<file path="config.mk">
export PLATFORM = sky130hd
export DESIGN_NAME = reset_sequencer
export DESIGN_NICKNAME = d
export VERILOG_FILES = /design/src/rtl/reset_sequencer.sv
export SDC_FILE = /design/constraint.sdc
export NUM_CORES = 1
export LEC_CHECK = 0
export CORE_MARGIN = 2
export CORE_UTILIZATION = 41
export DETAILED_ROUTE_END_ITERATION = 8
export PLACE_DENSITY = 0.72
export SKIP_CTS_REPAIR_TIMING = 1
export SKIP_LAST_GASP = 1
export SYNTH_ARGS = -nofsm -noshare
export SYNTH_HDL_FRONTEND = slang
export SYNTH_SLANG_ARGS = --single-unit
</file>
<file path="constraint.sdc">
create_clock -name SYS_CLK -period 2.15 [get_ports SYS_CLK]
set_input_delay 0.43 -clock SYS_CLK [delete_from_list [all_inputs] [get_ports SYS_CLK]]
set_output_delay 0.43 -clock SYS_CLK [all_outputs]
set_load 0.02 [all_outputs]
</file>
<file path="src/rtl/reset_sequencer.sv">
// Board-level reset controller. It debounces the push-button and holds every domain in reset,
// then releases the domains one at a time in index order.
module reset_sequencer #(
  parameter int HOLD_CYCLES     = 50_000,
  parameter int STAGE_CYCLES    = 16,
  parameter int NUM_DOMAINS     = 4,
  parameter int DEBOUNCE_CYCLES = 500_000
) (
  input  logic                   SYS_CLK,
  input  logic                   reset,
  input  logic                   btn_n,
  input  logic                   sw_req,
  output logic [NUM_DOMAINS-1:0] rst_out,
  output logic                   done,
  output logic                   busy,
  output logic [7:0]             reset_count
);

  localparam int MAX_HS  = (HOLD_CYCLES > STAGE_CYCLES) ? HOLD_CYCLES : STAGE_CYCLES;
  localparam int MAX_CYC = (MAX_HS > DEBOUNCE_CYCLES) ? MAX_HS : DEBOUNCE_CYCLES;
  localparam int CW      = $clog2(MAX_CYC) + 1;
  localparam int IW      = $clog2(NUM_DOMAINS) + 1;

  localparam logic [CW-1:0] CNT_ONE    = CW'(1);
  localparam logic [CW-1:0] HOLD_LAST  = CW'(HOLD_CYCLES - 1);
  localparam logic [CW-1:0] STAGE_LAST = CW'(STAGE_CYCLES - 1);
  localparam logic [CW-1:0] DB_LAST    = CW'(DEBOUNCE_CYCLES - 1);
  localparam logic [IW-1:0] IDX_ONE    = IW'(1);
  localparam logic [IW-1:0] IDX_LAST   = IW'(NUM_DOMAINS - 1);
  localparam logic [NUM_DOMAINS-1:0] FIRST_MASK = NUM_DOMAINS'(1);

  typedef enum logic [1:0] {
    ST_HOLD  = 2'd0,
    ST_STAGE = 2'd1,
    ST_RUN   = 2'd2
  } state_t;

  logic                   btn_meta_r;
  logic                   btn_sync_r;
  logic                   btn_level_s;
  logic [CW-1:0]          db_cnt_r;
  logic [CW-1:0]          db_cnt_next_s;
  logic                   pressed_r;
  logic                   pressed_next_s;
  logic                   req_s;

  state_t                 state_r;
  state_t                 state_next_s;
  logic [CW-1:0]          cnt_r;
  logic [CW-1:0]          cnt_next_s;
  logic [IW-1:0]          idx_r;
  logic [IW-1:0]          idx_next_s;
  logic [NUM_DOMAINS-1:0] rst_out_r;
  logic [NUM_DOMAINS-1:0] rst_next_s;
  logic [NUM_DOMAINS-1:0] stage_mask_s;
  logic [7:0]             reset_count_r;
  logic [7:0]             count_next_s;
  logic                   done_r;
  logic                   busy_r;

  // Two-flop synchroniser for the raw button, idling at the released level
  always_ff @(posedge SYS_CLK or posedge reset) begin
    if (reset) begin
      btn_meta_r <= 1'b1;
      btn_sync_r <= 1'b1;
    end else begin
      btn_meta_r <= btn_n;
      btn_sync_r <= btn_meta_r;
    end
  end

  assign btn_level_s = ~btn_sync_r;

  // Debounce: accept a new level only after an unbroken run of mismatching samples
  always_comb begin
    db_cnt_next_s  = '0;
    pressed_next_s = pressed_r;
    if (btn_level_s != pressed_r) begin
      if (db_cnt_r == DB_LAST) begin
        pressed_next_s = ~pressed_r;
        db_cnt_next_s  = '0;
      end else begin
        db_cnt_next_s  = db_cnt_r + CNT_ONE;
      end
    end else begin
      db_cnt_next_s = '0;
    end
  end

  // Debounce state registers
  always_ff @(posedge SYS_CLK or posedge reset) begin
    if (reset) begin
      db_cnt_r  <= '0;
      pressed_r <= 1'b0;
    end else begin
      db_cnt_r  <= db_cnt_next_s;
      pressed_r <= pressed_next_s;
    end
  end

  assign req_s = pressed_r | sw_req;

  // One-hot mask selecting the domain due for release in STAGE
  always_comb begin
    stage_mask_s = '0;
    for (int i = 0; i < NUM_DOMAINS; i++) begin
      stage_mask_s[i] = (idx_r == IW'(i));
    end
  end

  // Sequencer next-state: a request always wins over a terminal count
  always_comb begin
    state_next_s = state_r;
    cnt_next_s   = cnt_r;
    idx_next_s   = idx_r;
    rst_next_s   = rst_out_r;
    count_next_s = reset_count_r;
    case (state_r)
      ST_HOLD: begin
        rst_next_s = '1;
        if (req_s) begin
          cnt_next_s = '0;
        end else if (cnt_r == HOLD_LAST) begin
          cnt_next_s = '0;
          idx_next_s = IDX_ONE;
          rst_next_s = ~FIRST_MASK;
          if (NUM_DOMAINS == 1) begin
            state_next_s = ST_RUN;
          end else begin
            state_next_s = ST_STAGE;
          end
        end else begin
          cnt_next_s = cnt_r + CNT_ONE;
        end
      end
      ST_STAGE: begin
        if (req_s) begin
          state_next_s = ST_HOLD;
          cnt_next_s   = '0;
          idx_next_s   = '0;
          rst_next_s   = '1;
          count_next_s = (reset_count_r == 8'd255) ? reset_count_r : reset_count_r + 8'd1;
        end else if (cnt_r == STAGE_LAST) begin
          cnt_next_s = '0;
          rst_next_s = rst_out_r & ~stage_mask_s;
          if (idx_r == IDX_LAST) begin
            state_next_s = ST_RUN;
          end else begin
            idx_next_s = idx_r + IDX_ONE;
          end
        end else begin
          cnt_next_s = cnt_r + CNT_ONE;
        end
      end
      ST_RUN: begin
        if (req_s) begin
          state_next_s = ST_HOLD;
          cnt_next_s   = '0;
          idx_next_s   = '0;
          rst_next_s   = '1;
          count_next_s = (reset_count_r == 8'd255) ? reset_count_r : reset_count_r + 8'd1;
        end else begin
          state_next_s = ST_RUN;
        end
      end
      default: begin
        state_next_s = ST_HOLD;
        cnt_next_s   = '0;
        idx_next_s   = '0;
        rst_next_s   = '1;
      end
    endcase
  end

  // Sequencer state and registered outputs
  always_ff @(posedge SYS_CLK or posedge reset) begin
    if (reset) begin
      state_r       <= ST_HOLD;
      cnt_r         <= '0;
      idx_r         <= '0;
      rst_out_r     <= '1;
      reset_count_r <= 8'd0;
      done_r        <= 1'b0;
      busy_r        <= 1'b1;
    end else begin
      state_r       <= state_next_s;
      cnt_r         <= cnt_next_s;
      idx_r         <= idx_next_s;
      rst_out_r     <= rst_next_s;
      reset_count_r <= count_next_s;
      done_r        <= (state_next_s == ST_RUN);
      busy_r        <= (state_next_s != ST_RUN);
    end
  end

  assign rst_out     = rst_out_r;
  assign done        = done_r;
  assign busy        = busy_r;
  assign reset_count = reset_count_r;

endmodule
</file>
# --- Word level (Yosys, flattened, before mapping) ---
# Cells that the tools add are included.
word_totals:
  ff_bits: 62
  input_bits: 4
  output_inout_bits: 14
classes:
  n_addsub: 4
  eq_ne: 17
  mux: 28
  bitwise: 6
  reduce_logical: 7
ops:
  columns: ["cell", "count"]
  rows:
  - ["20-bit two-way mux", 7]
  - ["20-bit case mux with 3 select lines", 1]
  - ["20-bit by 1-bit adder with 20-bit output (second input constant)", 2]
  - ["20-bit by 16-bit equality test with 1-bit output (second input constant)", 1]
  - ["20-bit by 19-bit equality test with 1-bit output (second input constant)", 1]
  - ["20-bit by 4-bit equality test with 1-bit output (second input constant)", 1]
  - ["3-bit two-way mux", 6]
  - ["2-bit two-way mux", 6]
  - ["4-bit two-way mux", 3]
  - ["4-bit case mux with 3 select lines", 1]
  - ["3-bit case mux with 3 select lines", 1]
  - ["8-bit by 1-bit adder with 8-bit output (second input constant)", 1]
  - ["8-bit equality test (second input constant)", 1]
  - ["2-bit inequality test (second input constant)", 4]
  - ["3-bit by 2-bit equality test with 1-bit output (second input constant)", 2]
  - ["3-bit inequality test (second input constant)", 2]
  - ["2-bit case mux with 3 select lines", 1]
  - ["5-bit AND reduction", 1]
  - ["4-bit bitwise AND", 1]
  - ["2-bit equality test (second input constant)", 2]
  - ["4-bit NOT", 1]
  - ["2-bit AND reduction", 2]
  - ["3-bit by 1-bit adder with 3-bit output (second input constant)", 1]
  - ["3-bit by 1-bit equality test with 1-bit output (second input constant)", 1]
  - ["other kinds (9)", 12]

# --- Longest topological paths before layout ---
# Gate-level depths: netlist of the first run.
logic_depth:
  word_depth: 6
  depth_mapped: 8
  ltp_nobuf: 7

# --- Least setup slack after synthesis of the first run ---
# No wires, ideal clock.
synth_path:
  kind: "flip-flop to flip-flop"
  start: "register db_cnt_r[12]"
  end: "register db_cnt_r[18]"
  setup_time_ps: 119
  arrival_ps: 1913
  required_time_ps: 2031
  slack_ps: 118
  path_stages_with_launch: 8
  n_path_buf: 2
  path_cell_list: "dfrtp_1 > or4b_1 > or4_1 > nor4_2 > or2_1 > buf_6 > buf_12 > nor2_1"
synth_between:
  elab_chain_len: 3
  word_cells_on_any_way: 4
  cone_classes: "add/sub (1); eq/ne (1); mux (2)"
synth_rtl:
  columns: ["element", "line", "rtl"]
  rows:
  - ["from (decl)", "41", "logic [CW-1:0] db_cnt_r;"]
  - ["from (signal assigned)", "96", "db_cnt_r <= db_cnt_next_s;"]
  - ["20-bit by 1-bit adder with 20-bit output or 20-bit by 19-bit equality test with 1-bit output (tied branches)", "83, 79", null]
  - ["20-bit two-way mux (*)", "79", "if (db_cnt_r == DB_LAST) begin"]
  - ["20-bit two-way mux (*)", "78", "if (btn_level_s != pressed_r) begin"]
  - ["via db_cnt_next_s[18]", "42", "logic [CW-1:0] db_cnt_next_s;"]
# The timed path passes the listed nets; every way through them passes the cells marked *.
# A chain may end at the register's enable or synchronous reset.

# --- Worst setup path in the final report of the first run ---
layout_path:
  start: "register db_cnt_r[14]"
  end: "register db_cnt_r[2]"
layout_between:
  elab_chain_len: 3
layout_rtl:
  columns: ["element", "line"]
  rows:
  - ["20-bit by 19-bit equality test with 1-bit output", "79"]
  - ["20-bit two-way mux", "79"]
  - ["20-bit two-way mux", "78"]
  - ["via db_cnt_next_s[2]", "42"]
# The timed path passes the listed nets, and every way through them passes these cells.

==> summary by stage, run 1 <==
Outcome
The flow ran to the end, but the final reports show violations. The checks that failed: negative setup slack.

Drt
In the final routed layout, each cell accounts on average for 13.57 um. The iteration-0 DRC count of the detailed router is 96. The DRC violation count after routing is 0.

The final route contains 2,548 vias. The total length of routed wires is 6705 um. After detailed routing, the number of vias per cell comes to 5.158. The number of optimization iterations in the first detailed-route pass is 4. In this run the remaining antenna-violating nets after routing total 0.

Place
The count of port buffers added during placement is 17. Routability-driven placement finished with a final weighted congestion of 0.8606. Counting tap cells, the placed design contains a total of 475 instances. After detailed placement, the total cell area comes to 0.003776 mm^2.

After legalization and detailed placement, the total HPWL measured 4749 um.

Setup path
The critical path is of the flip-flop to flip-flop type. STA classifies the critical path startpoint as a flip-flop. The critical path data required time is 2.38 ns. Counting both buffers and inverters, the worst setup path holds a total of 1. In this design, the largest share of critical-path delay is due to simple AND/OR/NAND/NOR gates.

For this design, the slowest cell found on the critical path is or4b_4. The signal on the critical path passes through or4b_4 -> or4_4 -> nor4_4 -> or2_4 -> clkbuf_16 -> nor2_1. The maximum fanout count along the critical path is 9. The worst reg-to-reg setup slack is -0.007 ns. For the worst setup path, the data arrival time is 2.39 ns. The endpoint type of the worst setup path is a flip-flop. On the worst path, the slowest cell contributes a delay of 0.52 ns.

Timing
The final critical-path required period is 2.157 ns. The final number of max-transition violations is 0. The clock skew is 0.01142 ns. In the finished design, the share of the clock period the worst path needs comes to 100.3%. Setup violations remaining at the end of the flow were counted as 2. The relative max-transition margin is 71.05%. Once routing completed, OpenROAD measured the worst setup slack at -0.006903 ns.

The final-report hold violation count was 0. At the pin with the least slew margin, the transition time is 0.4303 ns. The timing-limited maximum frequency is 463.6 MHz. Setup repair after global routing could not meet its margin everywhere.

CTS
The clock insertion delay at the later pin of the skew report is 0.35 ns. The clock tree root driver cell is clkbuf_8. The post-CTS clock slew at the launch and capture registers of the worst setup and hold paths is 0.08 ns. Clock tree synthesis inserted a total of 9 buffers. TritonCTS built the clock tree. The number of clock sinks is 62. CTS built an H-tree with a depth of 3. The buffer levels on the longest clock path is 2.

Synthesis
The number of nets in the synthesized netlist is 341. The Yosys step of the flow raised 0 warnings. In this run, synthesis produced a sequential element count of 62. The number of instances in the synthesized netlist is 325. The distinct cell type count of the synthesized netlist is 50.

The mapped netlist covers 0.003189 mm^2. Of the synthesized area, sequential elements account for 48.92%. In this run the mean area of a mapped cell was 9.813 um^2.

GRT
Entering global routing, the biggest net connects 23 pins. The overall overflow remaining after global route is 0. The first global-routing pass estimated 11,430 um of wire. Global routing used 17.13% of the available tracks. The number of global-route vias before repair is 2,522. The number of antenna violations at the first check in global routing is 0.

Floorplanning
From left edge to right edge, the die measures 92.20 um. The starting density of the core is 41.70%. The total area inside the core boundary comes to 0.007647 mm^2. The floorplan step defined a die boundary enclosing 0.008500 mm^2.

Row generation in the floorplan step produced 32 rows. The overall die height is 92.20 um. The top-level I/O count is 18.

Cells and area
The post-route netlist has 18.88% of its cells at a drive strength greater than 1. The top cell types in the final layout, fill and taps aside, are 55 x dfrtp_1, 51 x nor2_1, 33 x buf_4. The finished layout holds 494 standard cells, fillers aside. After the last flow step, the layout net total stands at 403. Relative to the synthesized area, the layout overhead comes to 27.78%.

The number of antenna diodes in the final layout is 0. Leaving out fill and tap cells, the most frequent cell in the layout is dfrtp_1. Summing all non-filler instances in the final layout gives an area of 0.004075 mm^2.

Power and ir drop
Dividing total power by cell area gives a power density of 597.1 mW/mm^2. The cell leakage power is 1.736 nW. The worst-case IR drop observed on VDD is 388.3 uV.

Run
The tool flagged a number of max-cap violations equal to 0.

Worst hold path
The worst hold path belongs to the class flip-flop to flip-flop.
==> power by group <==
| group | total (mW) | switching (mW) | leakage, nW | internal (mW) |
|---|---|---|---|---|
| Sequential | 1.19 | 0.00854 | 0.832 | 1.18 |
| Clock | 1.14 | 0.453 | 0.107 | 0.683 |
| Combinational | 0.109 | 0.0594 | 0.797 | 0.0498 |
==> path summary, 6_finish.rpt <==
| kind | start | depth (start not counted) | to |
|---|---|---|---|
| min in group asynchronous | reset | 2 | cnt_r[15] |
| worst max-delay path | db_cnt_r[14] | 6 | db_cnt_r[2] |
| worst min-delay path | btn_meta_r | 0 | btn_sync_r |
| worst max register to register | db_cnt_r[14] | 6 | db_cnt_r[2] |
| worst min register to register | btn_meta_r | 0 | btn_sync_r |
| max in group asynchronous | reset | 4 | db_cnt_r[0] |
==> flip-flops by register name, indices dropped and copies added, names as in the netlist <==
name,cells
btn_meta_r,1
reset_count,8
idx_r,3
pressed_r,1
busy,1
db_cnt_r,20
rst_out,4
done,1
btn_sync_r,1
cnt_r,20
state_r,2
==> synthesized netlist by cell type (all sizes together) <==
master	number	area [um^2]
and3	2	12.51
xnor2	27	236.5
nor3b	1	7.510
a41o	1	10.01
nand2	24	90.09
o21bai	1	7.510
nor2	52	197.7
o311ai	1	8.760
and2	2	12.52
inv	18	67.56
a31oi	1	6.260
or3b	1	8.760
nand3	19	95.09
or3	3	18.77
nor4	7	50.05
dfstp	7	183.9
nand4	10	62.56
a21oi	7	38.79
nor2b	3	18.77
and4	4	35.03
o22ai	1	6.260
or4	4	30.03
nor3	15	80.08
buf	4	43.79
xor2	16	140.1
dfrtp	55	1376
nor4bb	1	10.01
or4b	1	10.01
o21ai	8	40.04
nand2b	1	6.260
a32o	1	10.01
o31ai	1	7.510
nand3b	1	7.510
a211o	1	8.760
ha	12	150.1
clkbuf	2	7.510
mux2	1	11.26
or2	3	18.77
a211oi	1	7.510
mux2i	4	40.04
a41oi	1	8.760
==> logic make-up (layout without fill, tap and decap cells) <==
group                      Yosys count  count (layout)  synth area share (%)
and+or+nand+nor                    154             154                 24.21
DFF                                 62              62                 48.92
xor gates and xnor gates            43              43                 11.81
AOI/OAI and AO/OA                   25              25                 5.022
buffers and inverters               24              91                 3.727
adders and majority gates           12              12                 4.708
muxes                                5               5                 1.608
==> metrics by stage <==
step	hold slack (ns)	utilization [%]	TNS [ns]	total power, mW	setup WS [ns]
after floorplan	0.3452	-	0	1.263	0.1178
after global placement	0.3480	49.38	-2.679	1.306	-0.1537
after detailed placement	0.3512	49.38	-3.459	1.309	-0.2102
after CTS	0.3605	52.23	-3.563	2.439	-0.2453
after global routing	0.3672	53.29	-1.333	2.513	-0.07635
final	0.3581	53.29	-0.008662	2.433	-0.006903
==> layer usage <==
metal	GRT usage (%)	share of wire [%]	vias to the layer above
met5	0	0	-
met4	8.333	2.3	0
met3	3.287	3.5	15
met2	28.92	49	58
met1	21.04	45	1235
li1	-	-	1240
==> area by class of cell <==
type	instances	area, um^2
clock buffer	12	145.1
multi-input combinational	239	1539
sequential	62	1560
timing repair buffer	57	563.0
tap	102	127.6
inverter	18	67.56
fill	659	3572
clock inverter	4	72.57
No activity file was read; power rests on OpenSTA's default activity.
==> run 2, diff against run 1 <==
==> constraint.sdc (replaced) <==
create_clock -name SYS_CLK -period 2.15 [get_ports SYS_CLK]
set_input_delay 0.215 -clock SYS_CLK [delete_from_list [all_inputs] [get_ports SYS_CLK]]
set_output_delay 0.215 -clock SYS_CLK [all_outputs]
set_load 0.02 [all_outputs]
==> run 2 against run 1 <==
  * The flow now finishes without violations
  * Total power fell by 5.5%
  * Register-to-register slack better by 0.12 ns
  * Combinational power shrank 30%
  * Non-clock buffer count decreased by 28
  * Clock power shrank 9.6%
  * Via count down 8.0%
  * Setup slack improved by 0.12 ns
==> summary by stage, run 2 (synthesis results as in run 1) <==
CTS
The post-CTS clock slew at the launch and capture registers of the worst setup and hold paths is 0.08 ns. Counting the buffers created by CTS gives 9. The total number of H-tree levels is 3. Counting along the longest clock path gives a buffer depth of 2. TritonCTS built the clock tree. The clock tree root driver cell is clkbuf_8. The number of clock sinks is 62. The clock insertion delay at the later pin of the skew report is 0.34 ns.

Timing
The final-report hold violation count is 0. For the finished layout, the period the worst path requires is 2.036 ns. Setup repair after global routing left no endpoint under its margin. The timing-limited maximum frequency is 491.1 MHz. The relative max-transition margin is 62.34%. The transition time of the tightest slew-check pin is 0.5640 ns. The share of the cycle needed by the critical path after routing is 94.71%. Between clock sinks in the finished design, the worst skew comes to 0.01089 ns. The final number of max-transition violations came to 0. In the final timing run, aggregate negative setup slack is 0 ns. The number of endpoints failing setup at the final stage is 0.

Power and ir drop
The clock network accounts for 45.0% of the total power. The analysis attributes to cell leakage a power of 1.552 nW. Per report_power, the combinational group accounts for 3.3% of the total. In this run the power density over the cells is 611.8 mW/mm^2. The proportion of total power due to net switching is 23.14%. The internal power component is 1.767 mW. Across the VDD grid, the largest voltage drop is 507.9 uV. The design draws 2.299 mW. The switching power of the nets is 0.5321 mW.

The fraction of power consumed by sequential logic is 51.7%.

Setup path
The critical path in this run is classified as flip-flop to flip-flop. At the worst endpoint, the required time is 2.37 ns. The maximum fanout count along the critical path is 10. The endpoint type of the worst setup path is a flip-flop. The startpoint class of the critical path is a flip-flop. The data arrival time of the critical path is 2.26 ns. The number of buffers and inverters on the critical path is 1.

The critical path goes through or4b_1 -> or4_4 -> nor4_4 -> or2_1 -> buf_4 -> nor2_1. The critical path's slowest cell is or4b_1. On the critical path the largest part of the delay comes from simple AND/OR/NAND/NOR gates. The biggest cell delay along the critical path is 0.52 ns.

Drt
The total length of routed wires is 6209 um. The detailed router placed 2,344 vias in this run. The count of nets left with antenna violations once routing finished came out at 0.

After the first detailed-routing iteration, the DRC count stood at 98. The DRC violation count after routing is 0. The pre-antenna-repair detailed-routing pass consisted of 4 iterations.

The mean routed wirelength per cell is 13.32 um. Dividing the detail-routed via count by the number of cells gives 5.030.

Place
The count of port buffers added during placement is 17. Detailed placement finished with a half-perimeter wire length of 4453 um. Routability-driven placement finished with a final weighted congestion of 0.8269. The placed instances occupy a cell area of 0.003538 mm^2.

Floorplanning
The floorplan step defined a die boundary enclosing 0.008500 mm^2. In this run the vertical extent of the chip is 92.20 um. After floorplanning, the core was divided into 32 placement rows. The top-level I/O count is 18. The die width is 92.20 um. In this run the standard cell core region covers 0.007647 mm^2.

The starting density of the core is 41.70%.

GRT
The number of global-route vias before repair was 2,422. The aggregate global-route resource usage is 16.32%. The maximum number of pins on one net before global-route repair is 41.

The overall overflow remaining after global route is 0. The number of antenna violations at the first check in global routing is 0. The global-route wire length before repair is 11,080 um.

Cells and area
After the last flow step, the layout net total stands at 375. Summing all non-filler instances in the final layout gives an area of 0.003759 mm^2. The final antenna diode count is 0. Cells with a size suffix above 1 make up 12.91% of the layout. In the layout the commonest cells are 55 x dfrtp_1, 51 x nor2_1, 27 x xnor2_1. The area growth from synthesis to layout is 17.85%.

The library cell used most frequently in the layout, excluding fill and tap cells, is dfrtp_1. The fill cell instance count of the final layout is 684.

Outcome
The flow ran to the end, and the final reports show no timing, DRC or antenna violations.

Run
The tool flagged a number of max-cap violations equal to 0.

Worst hold path
The classification of the worst-slack hold path is input pin to asynchronous set/reset pin.
[run 2: final timing paths]
path	start	endpoint	slack (ns)	cells past startpoint
worst max-delay path	db_cnt_r[14]	db_cnt_r[13]	0.11	6
worst min-delay path	reset	cnt_r[17]	0.14	2
worst max register to register	db_cnt_r[14]	db_cnt_r[13]	0.11	6
worst min register to register	btn_meta_r	btn_sync_r	0.36	0
max in group asynchronous	reset	btn_sync_r	1.45	3
min in group SYS_CLK	btn_n	btn_meta_r	0.28	1
[run 2: power by group through the flow]
stage	Clock, mW	Sequential, mW	Combinational (mW)
5_1_grt	1.11	1.19	0.0899
2_1_floorplan	0	1.21	0.0542
3_5_place_dp	0	1.21	0.0774
6_report	1.03	1.19	0.0758
4_1_cts	1.05	1.19	0.0778
3_3_place_gp	0	1.21	0.0762
[run 2: worst register-to-register path, cell delays in order (launching register included)]
cell and delay, ns:
dfrtp_1 0.41, or4b_1 0.52, or4_4 0.44, nor4_4 0.16
or2_1 0.16, buf_4 0.17, nor2_1 0.06
[run 2: final cells by class]
| cell class | instances | area, um^2 | area share [%] |
|---|---|---|---|
| Timing Repair Buffer | 29 | 272.8 | 7.257 |
| Tap cell | 102 | 127.6 | 3.395 |
| Clock buffer | 10 | 137.6 | 3.662 |
| Sequential cell | 62 | 1560 | 41.51 |
| Multi-Input combinational cell | 239 | 1531 | 40.75 |
| Clock inverter | 6 | 61.31 | 1.631 |
| Inverter | 18 | 67.56 | 1.798 |
[run 2: layer usage]
layer	wire length, um	global-route usage (%)	vias up
met1	2931	21.51	1123
li1	-	-	1179
met5	0	0	-
met4	155	7.463	0
met3	124	3.040	14
met2	2998	26.16	28
[run 2: per-stage QoR]
step | utilization (%) | setup slack [ns] | hold WS [ns] | instances
after global placement | 46.27 | 0.1692 | 0.3467 | 450
after CTS | 48.87 | 0.07444 | 0.1554 | 466
after detailed placement | 46.27 | 0.09862 | 0.3509 | 450
after global routing | 49.15 | 0.009609 | 0.1692 | 466
final | 49.15 | 0.1138 | 0.1425 | 466
after floorplan | - | 0.1178 | 0.2195 | 325
==> run 3, diff against run 2 <==
--- a/config.mk
+++ b/config.mk
@@ -8,6 +8,7 @@
 export CORE_MARGIN = 2
 export CORE_UTILIZATION = 41
 export DETAILED_ROUTE_END_ITERATION = 8
+export GPL_ROUTABILITY_DRIVEN = 0
 export PLACE_DENSITY = 0.72
 export SKIP_CTS_REPAIR_TIMING = 1
 export SKIP_LAST_GASP = 1
==> results of run 3 <==
The final DEF is identical to that of run 2; final timing and power are the same.
